<file path="src/rtl/mem_access_ctrl.sv">
// Memory-stage access sequencer: checks alignment, formats store lanes and load data,
// and runs one Dcache request/response transaction per access while stalling the pipeline.
module mem_access_ctrl #(
  parameter int TIMEOUT_CYC = 64,
  parameter int CNT_W       = 7
) (
  input  logic        clk,
  input  logic        rst,
  input  logic        mem_valid_req_i,
  input  logic        mem_rw_i,
  input  logic [1:0]  mem_width_i,
  input  logic        mem_rdtype_i,
  input  logic [31:0] mem_addr_i,
  input  logic [31:0] mem_wr_data_i,
  input  logic        flush_i,
  output logic        dc_req_valid_o,
  input  logic        dc_req_ready_i,
  output logic        dc_req_rw_o,
  output logic [31:0] dc_req_addr_o,
  output logic [3:0]  dc_req_wstrb_o,
  output logic [31:0] dc_req_wdata_o,
  input  logic        dc_resp_valid_i,
  input  logic [31:0] dc_resp_rdata_i,
  output logic        stall_o,
  output logic        done_o,
  output logic [31:0] ld_data_o,
  output logic        misalign_o,
  output logic        bus_err_o
);

  typedef enum logic [1:0] {IDLE, REQ, WAIT, DONE} state_t;

  state_t           state, state_nxt;
  logic             rw, rdtype, err_armed, drain, misaligned, timeout, drain_now;
  logic [1:0]       width;
  logic [31:0]      addr, wdata, ld_data;
  logic [CNT_W-1:0] cnt;

  // Select the byte/half at the access offset from the aligned word and extend it.
  function automatic logic [31:0] load_format(input logic [31:0] rdata, input logic [1:0] w,
                                              input logic unsigned_ld, input logic [1:0] off);
    logic [7:0]  b;
    logic [15:0] h;
    b = rdata[{off, 3'b000} +: 8];
    h = off[1] ? rdata[31:16] : rdata[15:0];
    case (w)
      2'b00:   return {{24{~unsigned_ld & b[7]}}, b};
      2'b01:   return {{16{~unsigned_ld & h[15]}}, h};
      default: return rdata;
    endcase
  endfunction

  always_comb begin
    case (mem_width_i)
      2'b00:   misaligned = 1'b0;
      2'b01:   misaligned = mem_addr_i[0];
      2'b10:   misaligned = |mem_addr_i[1:0];
      default: misaligned = 1'b1;
    endcase
  end

  assign timeout   = (cnt == CNT_W'(TIMEOUT_CYC - 1));
  assign drain_now = drain | flush_i;

  always_ff @(posedge clk or posedge rst) begin
    if (rst) state <= IDLE;
    else     state <= state_nxt;
  end

  always_comb begin
    state_nxt      = state;
    dc_req_valid_o = 1'b0;
    stall_o        = 1'b0;
    done_o         = 1'b0;
    misalign_o     = 1'b0;
    bus_err_o      = 1'b0;
    case (state)
      IDLE: begin
        if (mem_valid_req_i && !flush_i) begin
          if (misaligned) begin
            misalign_o = 1'b1;
          end else begin
            stall_o   = 1'b1;
            state_nxt = REQ;
          end
        end
      end
      REQ: begin
        dc_req_valid_o = 1'b1;
        stall_o        = 1'b1;
        if (dc_req_ready_i) state_nxt = WAIT;
        else if (flush_i)   state_nxt = IDLE;
      end
      WAIT: begin
        stall_o = 1'b1;
        if (dc_resp_valid_i || timeout) state_nxt = drain_now ? IDLE : DONE;
      end
      DONE: begin
        done_o    = 1'b1;
        bus_err_o = err_armed;
        state_nxt = IDLE;
      end
      default: state_nxt = IDLE;
    endcase
  end

  // A flush seen at acceptance or during WAIT turns the rest of the access into a silent drain.
  always_ff @(posedge clk or posedge rst) begin
    if (rst) begin
      rw        <= 1'b0;
      width     <= 2'b00;
      rdtype    <= 1'b0;
      addr      <= '0;
      wdata     <= '0;
      cnt       <= '0;
      err_armed <= 1'b0;
      drain     <= 1'b0;
      ld_data   <= '0;
    end else begin
      case (state)
        IDLE: begin
          if (mem_valid_req_i && !flush_i && !misaligned) begin
            rw     <= mem_rw_i;
            width  <= mem_width_i;
            rdtype <= mem_rdtype_i;
            addr   <= mem_addr_i;
            wdata  <= mem_wr_data_i;
          end
        end
        REQ: begin
          if (dc_req_ready_i) begin
            cnt       <= '0;
            drain     <= flush_i;
            err_armed <= 1'b0;
          end
        end
        WAIT: begin
          cnt <= cnt + 1'b1;
          if (flush_i) drain <= 1'b1;
          if (dc_resp_valid_i) begin
            if (!drain_now) ld_data <= load_format(dc_resp_rdata_i, width, rdtype, addr[1:0]);
          end else if (timeout && !drain_now) begin
            err_armed <= 1'b1;
            ld_data   <= '0;
          end
        end
        DONE: err_armed <= 1'b0;
        default: ;
      endcase
    end
  end

  always_comb begin
    dc_req_wstrb_o = 4'b0000;
    if (rw) begin
      case (width)
        2'b00:   dc_req_wstrb_o = 4'b0001 << addr[1:0];
        2'b01:   dc_req_wstrb_o = 4'b0011 << addr[1:0];
        default: dc_req_wstrb_o = 4'b1111;
      endcase
    end
  end

  always_comb begin
    case (width)
      2'b00:   dc_req_wdata_o = {4{wdata[7:0]}};
      2'b01:   dc_req_wdata_o = {2{wdata[15:0]}};
      default: dc_req_wdata_o = wdata;
    endcase
  end

  assign dc_req_rw_o   = rw;
  assign dc_req_addr_o = {addr[31:2], 2'b00};
  assign ld_data_o     = ld_data;

endmodule
</file>
<file path="config.mk">
export PLATFORM = sky130hd
export DESIGN_NAME = mem_access_ctrl
export DESIGN_NICKNAME = d
export VERILOG_FILES = /design/src/rtl/mem_access_ctrl.sv
export SDC_FILE = /design/constraint.sdc
export NUM_CORES = 1
export LEC_CHECK = 0
export ABC_AREA = 1
export CORE_ASPECT_RATIO = 0.75
export CORE_MARGIN = 3
export CORE_UTILIZATION = 49
export DETAILED_ROUTE_END_ITERATION = 16
export PLACE_DENSITY = 0.93
export SETUP_SLACK_MARGIN = 0.15
export SLEW_MARGIN = 20
export SYNTH_ARGS = -nofsm -noshare
export SYNTH_HDL_FRONTEND = slang
export SYNTH_SLANG_ARGS = --single-unit
</file>
<file path="constraint.sdc">
create_clock -name clk -period 6 [get_ports clk]
set_clock_uncertainty 0.2 [all_clocks]
set_input_delay 0.9 -clock clk [delete_from_list [all_inputs] [get_ports clk]]
set_output_delay 0.9 -clock clk [all_outputs]
set_load 0.02 [all_outputs]
</file>
## Yosys cells after proc, flatten, opt, wreduce, memory -nomap -nowiden

Index checks and enable logic that the tools add are counted.

- Order comparisons: 0
- Reduce and logical (&&, ||, !) cells: 21
- $mul: 0
- Div/mod/pow operators: 0
- Muxes and demuxes: 34
- Add/sub/neg operators: 1
- Bitwise logic cells: 4
- Eq/ne operators: 16
- Shift-type cells: 3

Operators by type and width:

| kind | count |
|---|---|
| $pmux 32 s2 | 2 |
| $mux 32 | 3 |
| $shiftx 32x6->8 | 1 |
| $mux 16 | 1 |
| $ne 2x2->1 const B | 8 |
| $pmux 7 s2 | 1 |
| $mux 1 | 13 |
| $mux 2 | 6 |
| $pmux 2 s4 | 1 |
| $pmux 4 s2 | 1 |
| $reduce_and 4->1 | 2 |
| $add 7x1->7 const B | 1 |
| $eq 7x6->1 const B | 1 |
| $mux 7 | 1 |
| $eq 2x1->1 const B | 3 |
| $eq 2x2->1 const B | 3 |
| $logic_not 2->1 | 3 |
| $pmux 1 s3 | 2 |
| $reduce_and 3->1 | 2 |
| $mux 4 | 1 |
| $pmux 1 s2 | 2 |
| $reduce_and 2->1 | 2 |
| $reduce_bool 2->1 | 2 |
| $reduce_or 2->1 | 2 |
| 10 further kinds | 15 |

- Memory bits (writable): 0
- Logic and storage cells: 89
- Input port bits: 106
- Flip-flop bits (word level): 111
- Latch bits: 0
- Output and inout port bits: 106
- Memory bits (read-only): 0
- Memories kept: 0

## Longest topological paths before layout

- Word-level depth: 6
- Depth in mapped cells: 10
- Gate-level depth less buffers: 9

## Worst setup path before layout

No wires, ideal clock.

- Path type: input port to output port
- Start point: in mem_addr_i[0]
- End point: out stall_o
- Required time: 4900 ps
- Path buffers: 3
- Arrival time: 1965 ps
- Cell stages on the path: 8
- Slack: 2935 ps
- Path through: inv_1 > nand3_1 > nand2_1 > nand4_1 > buf_4 > buf_6 > buf_6 > a21oi_1

- Word-level cells in the longest chain between the ends: 5

Ends and longest elaborated chain:

| element | RTL line | text |
|---|---|---|
| from (decl) | 13 | `input logic [31:0] mem_addr_i,` |
| $reduce_or 2->1 | 57 | `2'b10: misaligned = \|mem_addr_i[1:0];` |
| $pmux 1 s3 (*) | 54 | `case (mem_width_i)` |
| $mux 1 (*) | 80 | `if (misaligned) begin` |
| $mux 1 (*) | 79 | `if (mem_valid_req_i && !flush_i) begin` |
| $pmux 1 s2 (*) | 77 | `case (state)` |
| to (decl) | 24 | `output logic stall_o,` |

Mark *: on every way between the ends. The rest lies on a longest branch, timed or not.

## Worst setup path in the final report

- Start point: reg width[1]
- End point: out dc_req_wstrb_o[1]

- Word-level cells in the longest chain between the ends: 3
- Elaborated cells on any way between the ends: 4
- Those cells by class: eq/ne (1); mux (2); reduce/logical (1)

Ends and longest elaborated chain:

| element | RTL line | text |
|---|---|---|
| from (decl) | 35 | `logic [1:0] width;` |
| from (signal assigned) | 124 | `width <= mem_width_i;` |
| $eq 2x1->1 / $logic_not 2->1 (equally long branches) | 156 | `case (width)` |
| $pmux 4 s2 (*) | 156 |  |
| $mux 4 (*) | 155 | `if (rw) begin` |
| to (decl) | 20 | `output logic [3:0] dc_req_wstrb_o,` |

Marks and branches as above.

==> flow_summary.yaml <==
clock_tree:
  cts.sinks: 111
  tritoncts.num_buffers: 9
  holdBufCountCts: 0
  clock_path_buffers: 2
  cts-root-buf: "clkbuf_16"
  clock_latency_ns: 0.34
  cts.clk_slew.worst_paths_ns: 0.07
  postCtsSetupRepairBufs: 0
  htreeDepth: 3
  ctsResizeCount: 0
  cts_tree: "yes"
global_routing:
  grt_use_total_pct: 24.0
  grt-ovfl-total: 0
  first_global_vias: 5225
  grtUsageMet3_pct: 8.03
  top_usage_layer: "met2"
  grtUsageMet2_pct: 39.6
  grt.met1_usage_pct: 31.2
  antenna_found_initial: 0
  grt_max_degree: 137
  grt_pass1_wl_mm: 25.8
timing:
  fin_crit_sh_pct: 67.3
  finalSetupViolations: 0
  finalHoldViolations: 0
  fin_crit_ns: 4.04
  max_freq_mhz: 248
  worst_pin_slew_ns: 0.886
  tns_ns: 0
  slew_headroom_pct: 40.9
  rsz0062_at_grt: "no"
  drv_slew: 0
detailed_routing:
  wl_per_cell_um: 14.4
  drc: 0
  drtPass1Iterations: 5
  vias: 5454
  drt-vias-per-instance: 4.92
  ant_nets: 0
  wirelength_mm: 15.9
  drt_iter0_drc: 464
yosys:
  mappedNetlistArea_sq_um: 5900
  synth_top_area_share_pct: 47.1
  async_flop_share_pct: 100
  ys_warn_count: 0
  ys_types: 27
  yosysMostFrequentCell: "nand2_1"
  syn_area_per_cell_sq_um: 7.47
  synth_edf_count: 0
  syn-instance-count: 790
  synth_common_cells: "272 x nand2_1, 111 x dfrtp_1, 106 x inv_1"
  ys_seq_area_share_pct: 47.1
  yosys-top-cells-area: "dfrtp_1 47%, nand2_1 17%, o21ai_0 7.5%, inv_1 6.7%, buf_4 5.5%"
  ys_seq_elements: 111
  ys.flop_type: "dfrtp_1"
  synth_top_area_cell: "dfrtp_1"
pwr:
  power_w: 0.00410
  leakage_nw: 4.06
  p_per_area_nw_per_um2: 510
  ir_drop_mv: 0.301
die:
  fp.dieArea_sq_um: 13400
  fp.dieW_um: 133
  die_h_um: 101
  core_sq_um: 11700
  initial_core_util_pct: 50.4
  ios: 212
  num_rows: 34
cells_and_area:
  area_growth_pct: 36.0
  drive_above_1_share_pct: 3.38
  finalNetCount: 1054
  num_antenna_cells: 0
place:
  gp_congestion: 0.876
  portBuffers: 209
  dp_hpwl_mm: 12.0
setup_path:
  end_kind: "output port"
  startpoint_type: "register"
  cp_max_fo: 28
  reg2reg_slack_ns: 3.48
  path_class: "reg -> out"
  cp.required_ns: 4.90
  arrival_ns: 2.94
outcome:
  status: "finished clean"
hold_path:
  min_path_type: "reg -> reg"
job:
  maxCapViolations: 0
worst max-delay path, stage by stage (launching register included):
cell and delay [ns]:
dfrtp_1 0.93, inv_2 0.46, nand2_1 0.36, inv_1 0.10, nor2_1 0.13, clkdlybuf4s50_1 0.61
metal layers:
layer	share of wire (%)	wire length [um]
met2	47	7420
met3	9.1	1450
met4	1.3	201
met5	0	0
met1	43	6860
layout by cell type, fill, tap and decap left out, drive strengths merged:
cell	instances
dfrtp	111
inv	111
o221ai	1
nand3	28
clkdlybuf4s50	209
a21oi	37
nor3	3
conb	2
ha	6
o22ai	1
o21ai	91
clkinv	4
nand4	7
clkinvlp	1
buf	5
nor2	38
and3	1
clkbuf	12
o211ai	7
nand2	272
worst paths after layout:
path                               from           endpoint  depth (start not counted)
min reg2reg                ld_data_o[7]       ld_data_o[7]                          2
min                        ld_data_o[7]       ld_data_o[7]                          2
max                            width[1]  dc_req_wstrb_o[1]                          5
max in group asynchronous           rst           addr[19]                          3
min in group asynchronous           rst       ld_data_o[7]                          2
max reg2reg                    width[1]       ld_data_o[7]                          7
state kept, by name (all words and copies together), names as in the netlist:
signal / flops
wdata: 32
dc_req_rw_o: 1
width: 2
cnt: 7
rdtype: 1
err_armed: 1
ld_data_o: 32
drain: 1
state: 2
addr: 32
where the power goes:
part / leakage, nW / internal [W] / switching [W]
combinational: 2.51 / 0.000967 / 0.00125
sequential: 1.41 / 0.00106 / 0.000254
clock: 0.139 / 0.000306 / 0.000268
through the flow:
step	instances	setup slack (ns)	util (%)	cell area, sq um	hold WS [ns]
final	1109	1.96	68.6	8030	0.276
after global routing	1109	1.74	68.6	8030	0.309
after CTS	1109	1.98	68.6	8020	0.276
after detailed placement	1093	2.35	66.1	7740	0.259
after global placement	1093	2.40	66.1	7740	0.252
after floorplan	791	1.97	-	5910	0.253
area by class of cell:
type                       instances  area (sq um)
multi-input combinational        494          2200
fill                             925          3670
sequential                       111          2780
tap                              162           203
clock buffer                      12           256
inverter                         112           423
timing repair buffer             214          2130
clock inverter                     4          30.0
logic make-up after synthesis:
| kind of cell | synth area share, % |
|---|---|
| buffers and inverters | 15.6 |
| adders and majority gates | 1.27 |
| other | 0.0635 |
| DFF | 47.1 |
| and+or+nand+nor | 23.8 |
| AOI/OAI and AO/OA | 12.1 |
Note: power is estimated with default switching activity, not from simulation.
